<file path="src/rtl/aes_round_sequencer_if.sv">
// Bundles the sequencer's host handshake and its four step-unit links.
// The master modport is the sequencer; the slave modport is the host plus step units.
interface aes_round_sequencer_if;
    localparam int unsigned DATA_W = 128;
    localparam int unsigned RND_W  = 4;

    // host side
    logic              start;
    logic [DATA_W-1:0] plaintext;
    logic [DATA_W-1:0] state_out;
    logic [RND_W-1:0]  roundnumber;
    logic              busy;
    logic              done;
    logic              error;

    // step-unit side
    logic              ark_start;
    logic              sb_start;
    logic              sr_start;
    logic              mc_start;
    logic              ark_finish;
    logic              sb_finish;
    logic              sr_finish;
    logic              mc_finish;
    logic [DATA_W-1:0] ark_result;
    logic [DATA_W-1:0] sb_result;
    logic [DATA_W-1:0] sr_result;
    logic [DATA_W-1:0] mc_result;

    modport master (
        input  start, plaintext,
        input  ark_finish, sb_finish, sr_finish, mc_finish,
        input  ark_result, sb_result, sr_result, mc_result,
        output state_out, roundnumber, busy, done, error,
        output ark_start, sb_start, sr_start, mc_start
    );

    modport slave (
        output start, plaintext,
        output ark_finish, sb_finish, sr_finish, mc_finish,
        output ark_result, sb_result, sr_result, mc_result,
        input  state_out, roundnumber, busy, done, error,
        input  ark_start, sb_start, sr_start, mc_start
    );
endinterface

</file>
<file path="src/rtl/aes_round_sequencer.sv">
// AES-128 round sequencer: walks the 40-step SB/SR/MC/ARK schedule over
// external step units, owning the state register and the round counter.
module aes_round_sequencer #(
    parameter int unsigned TIMEOUT = 255
) (
    input  logic                   clk,
    input  logic                   rst,
    aes_round_sequencer_if.master  bus
);
    localparam int unsigned DATA_W     = 128;
    localparam int unsigned RND_W      = 4;
    localparam int unsigned LAST_ROUND = 10;
    localparam int unsigned CNT_W      = (TIMEOUT < 2) ? 1 : $clog2(TIMEOUT + 1);

    typedef enum logic [3:0] {
        IDLE,
        SB_ISSUE,
        SB_WAIT,
        SR_ISSUE,
        SR_WAIT,
        MC_ISSUE,
        MC_WAIT,
        ARK_ISSUE,
        ARK_WAIT,
        DONE,
        ERR
    } state_t;

    state_t             state_q;
    state_t             state_nx;
    logic [DATA_W-1:0]  state_out_q;
    logic [RND_W-1:0]   round_q;
    logic [CNT_W-1:0]   cnt_q;
    logic               ark_start_q;
    logic               sb_start_q;
    logic               sr_start_q;
    logic               mc_start_q;
    logic               busy_q;
    logic               done_q;
    logic               error_q;

    logic               load_pt_c;
    logic               load_res_c;
    logic [DATA_W-1:0]  result_c;
    logic               round_inc_c;
    logic               cnt_clr_c;
    logic               cnt_inc_c;
    logic               fin_c;
    logic               last_round_c;
    logic               timeout_c;
    logic               busy_nx_c;

    assign last_round_c = (round_q == RND_W'(LAST_ROUND));
    assign timeout_c    = (cnt_q == CNT_W'(TIMEOUT - 1));

    // State register.
    always_ff @(posedge clk) begin
        if (!rst) begin
            state_q <= IDLE;
        end else begin
            state_q <= state_nx;
        end
    end

    // Next-state decode: only the active unit's finish is looked at, and only in WAIT.
    always_comb begin
        state_nx    = state_q;
        load_pt_c   = 1'b0;
        load_res_c  = 1'b0;
        result_c    = '0;
        round_inc_c = 1'b0;
        cnt_clr_c   = 1'b0;
        cnt_inc_c   = 1'b0;
        fin_c       = 1'b0;

        case (state_q)
            IDLE, DONE, ERR: begin
                if (bus.start) begin
                    state_nx  = ARK_ISSUE;
                    load_pt_c = 1'b1;
                end
            end
            SB_ISSUE: begin
                state_nx  = SB_WAIT;
                cnt_clr_c = 1'b1;
            end
            SR_ISSUE: begin
                state_nx  = SR_WAIT;
                cnt_clr_c = 1'b1;
            end
            MC_ISSUE: begin
                state_nx  = MC_WAIT;
                cnt_clr_c = 1'b1;
            end
            ARK_ISSUE: begin
                state_nx  = ARK_WAIT;
                cnt_clr_c = 1'b1;
            end
            SB_WAIT: begin
                fin_c    = bus.sb_finish;
                result_c = bus.sb_result;
                if (fin_c) begin
                    state_nx = SR_ISSUE;
                end
            end
            SR_WAIT: begin
                fin_c    = bus.sr_finish;
                result_c = bus.sr_result;
                if (fin_c) begin
                    // the final round skips MixColumns
                    state_nx = last_round_c ? ARK_ISSUE : MC_ISSUE;
                end
            end
            MC_WAIT: begin
                fin_c    = bus.mc_finish;
                result_c = bus.mc_result;
                if (fin_c) begin
                    state_nx = ARK_ISSUE;
                end
            end
            ARK_WAIT: begin
                fin_c    = bus.ark_finish;
                result_c = bus.ark_result;
                if (fin_c) begin
                    if (last_round_c) begin
                        state_nx = DONE;
                    end else begin
                        state_nx    = SB_ISSUE;
                        round_inc_c = 1'b1;
                    end
                end
            end
            default: begin
                state_nx = IDLE;
            end
        endcase

        // shared WAIT handling: capture on finish, otherwise age the wait counter
        if (state_q == SB_WAIT || state_q == SR_WAIT ||
            state_q == MC_WAIT || state_q == ARK_WAIT) begin
            if (fin_c) begin
                load_res_c = 1'b1;
            end else if (timeout_c) begin
                state_nx = ERR;
            end else begin
                cnt_inc_c = 1'b1;
            end
        end
    end

    assign busy_nx_c = (state_nx != IDLE) && (state_nx != DONE) && (state_nx != ERR);

    // Registered outputs, decoded from the upcoming state so they align with it.
    always_ff @(posedge clk) begin
        if (!rst) begin
            ark_start_q <= 1'b0;
            sb_start_q  <= 1'b0;
            sr_start_q  <= 1'b0;
            mc_start_q  <= 1'b0;
            busy_q      <= 1'b0;
            done_q      <= 1'b0;
            error_q     <= 1'b0;
        end else begin
            ark_start_q <= (state_nx == ARK_ISSUE);
            sb_start_q  <= (state_nx == SB_ISSUE);
            sr_start_q  <= (state_nx == SR_ISSUE);
            mc_start_q  <= (state_nx == MC_ISSUE);
            busy_q      <= busy_nx_c;
            done_q      <= (state_q == ARK_WAIT) && (state_nx == DONE);
            error_q     <= (state_nx == ERR);
        end
    end

    // State register for the cipher block: plaintext on accept, unit result on capture.
    always_ff @(posedge clk) begin
        if (!rst) begin
            state_out_q <= '0;
        end else if (load_pt_c) begin
            state_out_q <= bus.plaintext;
        end else if (load_res_c) begin
            state_out_q <= result_c;
        end
    end

    // Round counter, advanced on each non-final ARK capture and saturating at 10.
    always_ff @(posedge clk) begin
        if (!rst) begin
            round_q <= '0;
        end else if (load_pt_c) begin
            round_q <= '0;
        end else if (round_inc_c && !last_round_c) begin
            round_q <= round_q + RND_W'(1);
        end
    end

    // Wait counter: cleared in ISSUE, counts WAIT cycles without finish.
    always_ff @(posedge clk) begin
        if (!rst) begin
            cnt_q <= '0;
        end else if (cnt_clr_c) begin
            cnt_q <= '0;
        end else if (cnt_inc_c) begin
            cnt_q <= cnt_q + CNT_W'(1);
        end
    end

    assign bus.state_out   = state_out_q;
    assign bus.roundnumber = round_q;
    assign bus.ark_start   = ark_start_q;
    assign bus.sb_start    = sb_start_q;
    assign bus.sr_start    = sr_start_q;
    assign bus.mc_start    = mc_start_q;
    assign bus.busy        = busy_q;
    assign bus.done        = done_q;
    assign bus.error       = error_q;

endmodule

</file>
<file path="src/flat_wrapper.sv">
// flat-port wrapper written by rule: the top's interface ports become plain ports
module aes_round_sequencer_flat 
#(
    parameter int unsigned TIMEOUT = 255
)
  (clk, rst, bus_start, bus_plaintext, bus_ark_finish, bus_sb_finish, bus_sr_finish, bus_mc_finish, bus_ark_result, bus_sb_result, bus_sr_result, bus_mc_result, bus_state_out, bus_roundnumber, bus_busy, bus_done, bus_error, bus_ark_start, bus_sb_start, bus_sr_start, bus_mc_start);
  aes_round_sequencer_if bus_i ();
  input  logic clk;
  input  logic rst;
  input wire logic [$bits(bus_i.start)-1:0] bus_start;
  input wire logic [$bits(bus_i.plaintext)-1:0] bus_plaintext;
  input wire logic [$bits(bus_i.ark_finish)-1:0] bus_ark_finish;
  input wire logic [$bits(bus_i.sb_finish)-1:0] bus_sb_finish;
  input wire logic [$bits(bus_i.sr_finish)-1:0] bus_sr_finish;
  input wire logic [$bits(bus_i.mc_finish)-1:0] bus_mc_finish;
  input wire logic [$bits(bus_i.ark_result)-1:0] bus_ark_result;
  input wire logic [$bits(bus_i.sb_result)-1:0] bus_sb_result;
  input wire logic [$bits(bus_i.sr_result)-1:0] bus_sr_result;
  input wire logic [$bits(bus_i.mc_result)-1:0] bus_mc_result;
  output wire logic [$bits(bus_i.state_out)-1:0] bus_state_out;
  output wire logic [$bits(bus_i.roundnumber)-1:0] bus_roundnumber;
  output wire logic [$bits(bus_i.busy)-1:0] bus_busy;
  output wire logic [$bits(bus_i.done)-1:0] bus_done;
  output wire logic [$bits(bus_i.error)-1:0] bus_error;
  output wire logic [$bits(bus_i.ark_start)-1:0] bus_ark_start;
  output wire logic [$bits(bus_i.sb_start)-1:0] bus_sb_start;
  output wire logic [$bits(bus_i.sr_start)-1:0] bus_sr_start;
  output wire logic [$bits(bus_i.mc_start)-1:0] bus_mc_start;
  assign bus_i.start = bus_start;
  assign bus_i.plaintext = bus_plaintext;
  assign bus_i.ark_finish = bus_ark_finish;
  assign bus_i.sb_finish = bus_sb_finish;
  assign bus_i.sr_finish = bus_sr_finish;
  assign bus_i.mc_finish = bus_mc_finish;
  assign bus_i.ark_result = bus_ark_result;
  assign bus_i.sb_result = bus_sb_result;
  assign bus_i.sr_result = bus_sr_result;
  assign bus_i.mc_result = bus_mc_result;
  assign bus_state_out = bus_i.state_out;
  assign bus_roundnumber = bus_i.roundnumber;
  assign bus_busy = bus_i.busy;
  assign bus_done = bus_i.done;
  assign bus_error = bus_i.error;
  assign bus_ark_start = bus_i.ark_start;
  assign bus_sb_start = bus_i.sb_start;
  assign bus_sr_start = bus_i.sr_start;
  assign bus_mc_start = bus_i.mc_start;
  aes_round_sequencer #(.TIMEOUT(TIMEOUT)) u_core (.clk(clk), .rst(rst), .bus(bus_i));
endmodule
</file>
<file path="config.mk">
export PLATFORM = sky130hd
export DESIGN_NAME = aes_round_sequencer_flat
export DESIGN_NICKNAME = d
export VERILOG_FILES = /design/src/rtl/aes_round_sequencer_if.sv /design/src/rtl/aes_round_sequencer.sv /design/src/flat_wrapper.sv
export SDC_FILE = /design/constraint.sdc
export NUM_CORES = 1
export LEC_CHECK = 0
export BUFFER_PORTS_ARGS = -buffer_cell sky130_fd_sc_hd__buf_2
export CORE_AREA = 4 4 308 310
export CTS_CLUSTER_DIAMETER = 150
export DETAILED_ROUTE_END_ITERATION = 10
export DIE_AREA = 0 0 312 314
export SLEW_MARGIN = 15
export SYNTH_ARGS = -nofsm -noshare
export SYNTH_HDL_FRONTEND = slang
export SYNTH_SLANG_ARGS = --single-unit
</file>
<file path="constraint.sdc">
create_clock -name clk -period 1.7 [get_ports clk]
set_input_delay 0.085 -clock clk [delete_from_list [all_inputs] [get_ports clk]]
set_output_delay 0.085 -clock clk [all_outputs]
set_load 0.01 [all_outputs]
</file>
==> run_results.csv <==
group,metric,value,unit
outcome,status,"finished with violations",
outcome,violations,"setup timing",
synthesis,synth_common_cells,"a22oi_1, dfxtp_1, nand2_1, a21boi_1, o21ai_1",
synthesis,ys_warn_count,0,
critical_path,slowest_delay,390,ps
timing,tightest_slew,454,ps
timing,setup_viol,144,
global_route,grt_pass1_vias,14700,
synthesis,synth_area_leaders,"dfxtp_1, a22oi_1, a21boi_1",
synthesis,yosysUniqueCellTypes,52,
routing,totalWireLength,79700,µm
floorplan,core,91700,µm²
timing,setup_tns,-21870,ps
synthesis,synth_area_leader_cell,"dfxtp_1",
global_route,grt_pass1_wl,97400,µm
synthesis,synth-seq-cells,151,
place,placed_area,15800,µm²
place,pre_cts_ws,-526,ps
place,port_buffers,785,
job,drv_cap,0,
clock_network,cts_tree,"done",
routing,drc,0,
clock_network,h-tree-depth,4,
timing,layout_setup_ws,-252,ps
timing,clock_skew,18.1,ps
floorplan,dieArea,98000,µm²
layout,nNetsFinal,2964,
critical_path,worstSetupStartpointType,"flip-flop",
clock_network,cts.sinks,151,
hold_path,worstHoldPathType,"primary input to flip-flop",
place,gp_congestion,0.917,
power,p_leak,8.76,nW
clock_network,cts-root-buf,"clkbuf_16",
timing,finalHoldViolations,0,
layout,layout-drive-gt1-share,49.1,%
routing,ant_nets,0,
global_route,grt_max_degree,56,
global_route,gr-usage-all-layers,13.5,%
routing,wl_met1,31800,µm
timing,slew_viol_final,0,
synthesis,synth_top_area_share,31.7,%
clock_network,clk_pin_slew,70,ps
routing,dr_wl_met2,38600,µm
critical_path,path_buf_inv,5,
timing,timing.slew.headroom,69.7,%
critical_path,worstPathCellList,"nand3b_1 -> buf_4 -> a211oi_4 -> buf_4 -> nor3_4 -> buf_12 -> buf_6 -> clkbuf_16 -> nand2_1 -> a21boi_1",
synthesis,seq_area_frac_synth,31.7,%
timing,fin_crit_sh,115,%
critical_path,reg2regPathDepth,10,
critical_path,criticalPathCategory,"flip-flop to flip-flop",
routing,dr_wl_met3,5460,µm
routing,num_vias,15000,
synthesis,synthArstFlopShare,0,%
synthesis,synthFlopType,"dfxtp_1",
synthesis,syn_nets,1826,
layout,syn2layout_area_growth,117,%
global_route,antenna_found_initial,16,
global_route,grt_overflow,0,
hold_path,hold_start,"bus_mc_result[64]",
floorplan,die_h,314,µm
critical_path,end_kind,"flip-flop",
routing,avgViaCountPerCell,4.25,
hold_path,min_to,"u_core.bus.state_out[64]$_SDFFE_PN0P_",
floorplan,dieWidth,312,µm
critical_path,required,2080,ps
routing,top_layer,"met5",
timing,max_freq,512,MHz
floorplan,start_util,10.4,%
floorplan,num_rows,111,
clock_network,insertion_delay,500,ps
synthesis,synth_cells,1175,
hold_path,hold_path_depth,5,
critical_path,rr_startpoint,"u_core.state_q[1]$_SDFF_PN0_",
layout,final_area,20700,µm²
critical_path,critical_path_arrival,2330,ps
critical_path,crit_family,"buffers and inverters",
critical_path,cp_slowest_cell,"dfxtp_4",
critical_path,r2r_end,"u_core.bus.state_out[98]$_SDFFE_PN0P_",
routing,drt_iter0_drc,954,
critical_path,crit_top_cell,"buf_4",
place,dp_hpwl,54100,µm
clock_network,cts-buffers-inserted,17,
synthesis,yosysMostFrequentCell,"a22oi_1",
floorplan,ios,786,
power,ir_drop,0.000771,V
clock_network,cts_buffer_depth,2,
routing,firstDrtPassIters,5,
timing,rsz0062_at_grt,"yes",
synthesis,synth_area,9520,µm²
timing,fin_crit,1950,ps
power,power_density,931,nW/µm²
critical_path,crit_path_max_fanout,9,
routing,wl_per_cell,22.6,µm
critical_path,rrSetupSlack,-250,ps
synthesis,synthesis.area_per_instance,8.10,µm²
synthesis,synth_edf_count,0,
[tightest hold or removal path: cells and delay by family]
kind / cells / cell delay, ps
buf+inv: 1 / 80
compound gates: 4 / 340
[kinds of logic (layout without fill, tap and decap cells)]
| kind of cell | after synthesis | after routing | synth area share (%) |
|---|---|---|---|
| AOI/OAI and AO/OA | 674 | 674 | 49.9 |
| and+or+nand+nor | 198 | 198 | 9.53 |
| buffers and inverters | 139 | 1290 | 7.45 |
| other | 0 | 11 | 0 |
| xor gates and xnor gates | 5 | 5 | 0.460 |
| adders and majority gates | 4 | 4 | 0.526 |
| muxes | 4 | 4 | 0.421 |
| DFF | 151 | 151 | 31.7 |
[sequential cells by signal, summed over array words and instances, names as in the netlist]
| register | count |
|---|---|
| u_core.bus.roundnumber | 4 |
| u_core.bus.busy | 1 |
| u_core.bus.done | 1 |
| u_core.bus.mc_start | 1 |
| u_core.bus.error | 1 |
| u_core.bus.sr_start | 1 |
| u_core.bus.sb_start | 1 |
| u_core.cnt_q | 8 |
| u_core.bus.ark_start | 1 |
| u_core.bus.state_out | 128 |
| u_core.state_q | 4 |
[timing repair]
item,CTS,global route
resized for setup,53,122
cloned,3,28
setup endpoints to repair,150,148
hold endpoints to repair,129,0
hold buffers,247,0
buffers inserted,5,30
pin swaps,8,38
[stage by stage]
| step | utilization [%] | power, mW | cells | hold WS, ps |
|---|---|---|---|---|
| floorplan | - | 8.33 | 1175 | 222 |
| CTS | 21.0 | 17.7 | 3454 | 0.128 |
| finish | 22.6 | 19.3 | 3523 | 48.1 |
| global route | 22.6 | 20.4 | 3520 | 39.2 |
| detailed placement | 17.2 | 12.4 | 3167 | 316 |
| global placement | 17.2 | 12.4 | 3167 | 308 |
[metal layers]
metal | GRT usage, % | vias up
met5 | 0 | -
met4 | 7.11 | 6
met3 | 3.34 | 156
met2 | 22.7 | 822
met1 | 16.0 | 7122
li1 | - | 6858
[layout by cell type (no fill, tap or decap), types with 10 or more instances in the layout]
cell type / instances
a21boi_1: 113
a21boi_2: 12
a22oi_1: 355
a22oi_2: 27
buf_12: 31
buf_16: 10
buf_2: 785
buf_4: 123
buf_6: 25
clkbuf_16: 41
dfxtp_1: 147
diode_2: 11
dlygate4sd3_1: 247
nand2_1: 117
nand2_2: 13
o21ai_0: 19
o21ai_1: 107
o21ai_2: 10
[worst max-delay path by stage]
| stage | startpoint | end | slack [ps] | cells past startpoint |
|---|---|---|---|---|
| after floorplan | u_core.state_q[0]$_SDFF_PN0_ | u_core.cnt_q[7]$_SDFFE_PP0P_ | -20 | 7 |
| after global placement | u_core.state_q[3]$_SDFF_PN0_ | u_core.bus.mc_start$_SDFF_PN0_ | -490 | 8 |
| after detailed placement | u_core.state_q[3]$_SDFF_PN0_ | u_core.bus.mc_start$_SDFF_PN0_ | -530 | 8 |
| after CTS | u_core.state_q[1]$_SDFF_PN0_ | u_core.bus.mc_start$_SDFF_PN0_ | -200 | 8 |
| after global routing | u_core.state_q[1]$_SDFF_PN0_ | u_core.bus.state_out[3]$_SDFFE_PN0P_ | -350 | 9 |
| final | u_core.state_q[1]$_SDFF_PN0_ | u_core.bus.state_out[98]$_SDFFE_PN0P_ | -250 | 10 |
[layout make-up]
cell class	instances	area, µm²
tap	1186	1480
sequential	151	3040
antenna	11	27.5
inverter	6	22.5
timing repair buffer	1252	9230
clock inverter	12	141
fill	10000	71000
multi-input combinational	885	6290
clock buffer	20	457
[where the power goes]
group / leakage (nW) / switching (mW) / internal, mW
Combinational: 7.23 / 5.62 / 5.05
Sequential: 1.24 / 0.348 / 4.08
Clock: 0.288 / 1.90 / 2.26
Note: power is estimated with default switching activity, not from simulation.
